==> src/rtl/bcd_to_binary.sv <==
// Sequential packed-BCD to unsigned binary converter using reverse double dabble.
// One conversion at a time, started by an en pulse and finished with a one-cycle rdy pulse.
module bcd_to_binary #(
  parameter int NUM_DIGITS = 4,
  parameter int BIN_W      = 14
) (
  input  logic                    clk,
  input  logic                    reset,
  input  logic                    en,
  input  logic [4*NUM_DIGITS-1:0] bcd_d_in,
  output logic [BIN_W-1:0]        bin_d_out,
  output logic                    rdy,
  output logic                    err,
  output logic                    busy
);

  localparam int BCD_W  = 4 * NUM_DIGITS;
  localparam int WORK_W = BCD_W + BIN_W;
  localparam int CNT_W  = $clog2(BIN_W + 1);
  localparam logic [CNT_W-1:0] CNT_LAST = CNT_W'(BIN_W);
  localparam logic [CNT_W-1:0] CNT_ONE  = CNT_W'(1);

  typedef enum logic [2:0] {
    IDLE     = 3'd0,
    VALIDATE = 3'd1,
    SHIFT    = 3'd2,
    ADJUST   = 3'd3,
    DONE     = 3'd4
  } state_t;

  state_t             state_q, state_d;
  logic [WORK_W-1:0]  work_q, work_d;
  logic [CNT_W-1:0]   cnt_q, cnt_d;
  logic               invalid_q, invalid_d;
  logic [BIN_W-1:0]   bin_q, bin_d;
  logic               rdy_q, rdy_d;
  logic               err_q, err_d;
  logic               busy_q, busy_d;

  logic [NUM_DIGITS-1:0] digit_bad;
  logic [BCD_W-1:0]      bcd_adj;
  logic                  any_bad;

  // Per-digit range check and the independent "subtract 3 if >= 8" correction.
  generate
    for (genvar gi = 0; gi < NUM_DIGITS; gi++) begin : g_digit
      logic [3:0] digit;
      assign digit            = work_q[BIN_W + 4*gi +: 4];
      assign digit_bad[gi]    = (digit > 4'd9);
      assign bcd_adj[4*gi +: 4] = (digit >= 4'd8) ? (digit - 4'd3) : digit;
    end
  endgenerate

  assign any_bad = |digit_bad;

  always_comb begin
    state_d   = state_q;
    work_d    = work_q;
    cnt_d     = cnt_q;
    invalid_d = invalid_q;
    bin_d     = bin_q;
    err_d     = err_q;
    rdy_d     = 1'b0;
    case (state_q)
      IDLE: begin
        if (en) begin
          work_d    = {bcd_d_in, {BIN_W{1'b0}}};
          cnt_d     = '0;
          invalid_d = 1'b0;
          state_d   = VALIDATE;
        end
      end
      VALIDATE: begin
        if (any_bad) begin
          invalid_d = 1'b1;
          state_d   = DONE;
        end else begin
          state_d   = SHIFT;
        end
      end
      SHIFT: begin
        work_d  = work_q >> 1;
        cnt_d   = cnt_q + CNT_ONE;
        state_d = ADJUST;
      end
      ADJUST: begin
        // The last pass sees an all-zero BCD field, so it changes nothing.
        work_d  = {bcd_adj, work_q[BIN_W-1:0]};
        state_d = (cnt_q == CNT_LAST) ? DONE : SHIFT;
      end
      DONE: begin
        if (invalid_q) begin
          bin_d = '0;
          err_d = 1'b1;
        end else begin
          bin_d = work_q[BIN_W-1:0];
          err_d = 1'b0;
        end
        rdy_d   = 1'b1;
        state_d = IDLE;
      end
      default: begin
        state_d = IDLE;
      end
    endcase
    busy_d = (state_d != IDLE);
  end

  always_ff @(posedge clk) begin
    if (reset) begin
      state_q   <= IDLE;
      work_q    <= '0;
      cnt_q     <= '0;
      invalid_q <= 1'b0;
      bin_q     <= '0;
      rdy_q     <= 1'b0;
      err_q     <= 1'b0;
      busy_q    <= 1'b0;
    end else begin
      state_q   <= state_d;
      work_q    <= work_d;
      cnt_q     <= cnt_d;
      invalid_q <= invalid_d;
      bin_q     <= bin_d;
      rdy_q     <= rdy_d;
      err_q     <= err_d;
      busy_q    <= busy_d;
    end
  end

  assign bin_d_out = bin_q;
  assign rdy       = rdy_q;
  assign err       = err_q;
  assign busy      = busy_q;

endmodule
==> config.mk <==
export PLATFORM = sky130hd
export DESIGN_NAME = bcd_to_binary
export DESIGN_NICKNAME = d
export VERILOG_FILES = /design/src/rtl/bcd_to_binary.sv
export SDC_FILE = /design/constraint.sdc
export NUM_CORES = 1
export LEC_CHECK = 0
export ABC_AREA = 1
export CAP_MARGIN = 10
export CORE_MARGIN = 3
export CORE_UTILIZATION = 57
export CTS_BUF_LIST = sky130_fd_sc_hd__clkbuf_8
export DETAILED_ROUTE_END_ITERATION = 10
export GPL_ROUTABILITY_DRIVEN = 0
export PLACE_DENSITY = 0.92
export SKIP_LAST_GASP = 1
export SLEW_MARGIN = 20
export SYNTH_ARGS = -nofsm -noshare
export SYNTH_HDL_FRONTEND = slang
export SYNTH_SLANG_ARGS = --single-unit
==> constraint.sdc <==
create_clock -name clk -period 1.4 [get_ports clk]
set_input_delay 0.14 -clock clk [delete_from_list [all_inputs] [get_ports clk]]
set_output_delay 0.14 -clock clk [all_outputs]
set_load 0.03 [all_outputs]
After elaboration in Yosys (flattened, before gate mapping) --
Index checks and enable logic that the tools add are counted.
Cells by class: $add $sub $neg 5, magnitude comparators 8, equality and inequality tests 11, muxes and demuxes 18, bitwise operators 1, reduce and logical (&&, ||, !) cells 13
Operators by type and width (number):
- $pmux 30 s3 | 1
- $mux 30 | 1
- $mux 4 | 5
- $reduce_and 3->1 | 6
- $ge 4x4->1 const B | 4
- $gt 4x4->1 const B | 4
- $sub 4x2->4 const B | 4
- $mux 14 | 1
- $ne 2x2->1 const B | 6
- $pmux 3 s4 | 1
- $mux 3 | 3
- $pmux 4 s2 | 1
- $eq 3x2->1 const B | 2
- $reduce_bool 3->1 | 2
- $add 4x1->4 const B | 1
- $eq 4x4->1 const B | 1
- $mux 1 | 4
- $reduce_bool 2->1 | 2
- $reduce_or 4->1 | 1
- $eq 3x1->1 const B | 1
- $eq 3x3->1 const B | 1
- $logic_not 3->1 | 1
- $pmux 1 s2 | 1
- $reduce_and 2->1 | 1
- $not 1->1 | 1
Storage, ports and cells: register bits after elaboration 55, bits of input ports 19, word-level logic and storage cells 68

Longest topological paths before layout --
depth after elaboration 5, depth in mapped cells 10, gate-level depth less buffers 9

Least setup slack after synthesis --
Ideal clock, no wire load.
path kind register to register, start point register state_q[1], end point register work_q[28], arrival 1.132 ns, setup slack 0.155 ns, stages on the path, launching flop included 11, clock period less this slack 1.245 ns, cells stage by stage dfxtp_1 > buf_6 > inv_2 > nor2_1 > inv_2 > nand2_2 > inv_4 > a21oi_4 > inv_2 > nor2_1 > nor2_1
Between the ends: longest elaborated chain between the ends 3, elaborated cells on any way between the ends 8, classes of those cells 4 x eq/ne; 1 x mux; 3 x reduce/logical
RTL lines:
- start: declaration | line 31 | state_t state_q, state_d;
- start signal: assignment | line 120 | state_q <= state_d;
- $eq 3x2->1 / $logic_not 3->1 (equally long branches) | line 64 | case (state_q)
- $ne 2x2->1 (no source line) / $reduce_bool 3->1 (equally long branches)
- $reduce_and 3->1 (no source line)
- end signal: assignment | line 121 | work_q <= work_d;
- end: declaration | line 32 | logic [WORK_W-1:0] work_q, work_d;
Several ways; a longest one is shown, not always the timed one. A chain may end at the register's enable or synchronous reset.

Final worst setup path --
start point register state_q[2], end point register work_q[26]
Same word-level chain as after synthesis.

==> flow_summary.yaml <==
power_and_ir_drop:
  power.density_nw_per_um2: 1130
  power_leakage_uw: 0.00143
  p_comb_share_pct: 28.6
  p_clk_share_pct: 24.0
  intPower_uw: 2470
  seq_power_share_pct: 47.4
  p_sw_share_pct: 35.3
  ir_worst_vdd_mv: 0.729
  netSwitchingPower_uw: 1350
worst_hold_path:
  hold_depth: 2
  min-delay-start: "work_q[0]"
  hold_class: "flop to flop"
  hold_end: "bin_d_out[0]"
detailed_routing:
  drt_first_pass_iters: 7
  post_drt_via_cell_ratio: 5.43
  routedWlPerCell_um: 13.9
  ant_nets: 0
  wl_um: 6850
  drcViolationCount: 0
  drt-initial-drc-count: 244
  vias: 2679
cells_and_area:
  areaGrowthSynthToFinish_pct: 22.3
  nFillCells: 319
  final_util_pct: 75.0
  regArea_um2: 1120
  drive_gt1_share_pct: 16.1
  multi_input_area_um2: 1480
  nets: 464
  antenna_cells: 0
grt:
  gr-usage-all-layers_pct: 23.0
  grt_pass1_wl_um: 10300
  overflow: 0
  grt_max_degree: 19
  grt_antenna_before_repair: 0
  grt_pass1_vias: 2361
floorplan:
  dieWidth_um: 75.8
  initial_utilization_pct: 61.3
  dieArea_um2: 5750
  io_pins: 36
  core_um2: 4530
  rows: 24
  die_h_um: 75.8
clock_tree:
  clk_path_buf_depth: 2
  clock_latency_ns: 0.32
  tritoncts: "done"
  cts-buffers-inserted: 5
  cts-root-buf: "clkbuf_8"
  postCtsHoldBufs: 0
  htreeDepth: 2
  cts.sinks: 55
  clkTransAtPathRegs_ns: 0.11
setup_path:
  worst-path-max-fanout: 7
  startpoint_type: "flop"
  r2r-start: "state_q[2]"
  reg2reg_depth: 8
  worstPathRequired_ns: 1.61
  reg2reg_slack_ns: 0.02
  r2r-end: "work_q[26]"
  end_kind: "flop"
  arrival_ns: 1.59
  path_class: "flop to flop"
placement:
  dp_hpwl_um: 4460
  port-buffer-count: 35
synthesis:
  syn-cell-area_um2: 2780
  synth.most_common_cell: "nand2_1"
  syn_inst: 377
  ys_seq_elements: 55
  ys_seq_area_share_pct: 39.6
  synth_enable_flop_cells: 0
  syn_nets: 414
  yosysTopAreaCell: "dfxtp_1"
  synth_top_area_share_pct: 39.6
  postSynth.asyncResetShare_pct: 0
  synthFlopType: "dfxtp_1"
  yosys-top-cells-area: "dfxtp_1 (40%), nand2_1 (15%), ha_1 (8.1%), a21oi_1 (7.2%), nor2_1 (4.1%)"
  synth.yosys.warnings: 0
  avgSynthCellArea_um2: 7.37
  synth.distinct_cells: 30
  ys_top_cells_by_count: "nand2_1 (114), dfxtp_1 (55), a21oi_1 (40)"
sta:
  worst_pin_slew_ns: 0.367
  slew_headroom_pct: 75.5
  period_needed_ns: 1.38
  clock_skew_ns: 0.00780
  finalHoldViolations: 0
  max_freq_ghz: 0.725
  drv_slew: 0
  fin_worst_hold_slack_ns: 0.467
  fin_crit_sh_pct: 98.5
  finalSetupViolations: 0
run:
  maxCapViolCount: 0
run_status:
  status: "completed"
[power groups by stage]
stage	combinational [µW]	sequential, µW	clock [µW]
6_report	1090	1820	917
5_1_grt	1210	1830	984
4_1_cts	1020	1800	909
3_5_place_dp	1010	1830	0
3_3_place_gp	963	1820	0
2_1_floorplan	708	1800	0
[placed cells by master, fill, tap and decap left out, types with 2 or more instances in the layout]
cell type / Yosys / final
o211ai_1: 10 / 10
buf_4: 4 / 21
nand2_1: 114 / 114
or2_2: 5 / 5
a21oi_4: 3 / 3
ha_1: 18 / 18
xor2_1: 2 / 2
clkdlybuf4s50_1: 0 / 18
nand3_1: 18 / 18
inv_1: 21 / 21
nand2_2: 3 / 3
nor2_4: 2 / 2
nor2_2: 1 / 2
o21ai_0: 20 / 16
nor3_1: 4 / 4
nor2_1: 30 / 29
dfxtp_4: 0 / 3
dfxtp_2: 0 / 8
o21ai_1: 1 / 5
clkbuf_8: 0 / 5
dfxtp_1: 55 / 44
dlygate4sd2_1: 0 / 17
a21oi_1: 40 / 40
inv_2: 7 / 7
[routing by layer]
metal,vias up,wire [µm],GRT usage (%)
met5,-,0,0
met2,105,3460,38.9
met4,0,103,6.80
met1,1243,2910,30.1
met3,14,375,3.69
li1,1317,-,-
[what timing repair did]
item                                    in CTS  in global routing
resized for setup                           21                 16
pin swaps                                    0                  2
endpoints found under the setup margin      25                 30
hold endpoints to repair                     0                  0
buffers inserted                             0                  4
[critical path: stages (launching register included)]
cell and delay (ns):
dfxtp_4 0.39, nor2_4 0.16, nand2_1 0.08, nand2_2 0.13, inv_4 0.08, a21oi_4 0.16, inv_2 0.07, nor2_1 0.12
nor2_1 0.07
[cells by family (layout without fill, tap and decap cells)]
logic type,count (synthesis),after routing,synth area share (%)
buf+inv,44,95,7.61
simple gates,179,179,27.1
flops,55,55,39.6
xor+xnor,2,2,0.630
fa+ha+maj,18,18,8.10
compound gates,79,79,16.9
[flip-flops by register name (all words and copies together) (netlist names)]
name and count:
busy 1, bin_d_out 14, work_q 30, invalid_q 1, cnt_q 4, rdy 1, state_q 3, err 1
[worst max-delay path by stage]
stage                            end        from  slack (ns)
final                     work_q[26]  state_q[2]        0.02
after global routing      work_q[26]  state_q[2]       -0.08
after CTS                  invalid_q  work_q[22]      0.0006
after detailed placement   invalid_q  work_q[18]       -0.01
after global placement    state_q[2]  work_q[18]        0.02
after floorplan           work_q[28]  state_q[1]        0.15
[cell type report]
type / count / share of cell area [%]
Multi-Input combinational cell: 278 / 43.4
Sequential cell: 55 / 33.0
Timing Repair Buffer: 57 / 14.9
Inverter: 30 / 3.53
Tap cell: 65 / 2.39
Clock buffer: 5 / 2.02
Clock inverter: 3 / 0.699
[stage by stage]
step | worst slack [ns] | setup TNS (ns) | instance area (µm²) | power [µW] | instances
finish | 0.0210 | 0 | 3400 | 3830 | 493
global route | -0.0798 | -0.231 | 3400 | 4020 | 493
global placement | 0.0200 | 0 | 3250 | 2780 | 481
CTS | 0.000607 | 0 | 3330 | 3720 | 489
detailed placement | -0.0148 | -0.0231 | 3250 | 2840 | 481
floorplan | 0.155 | 0 | 2780 | 2510 | 377
Note: power is estimated with default switching activity, not from simulation.
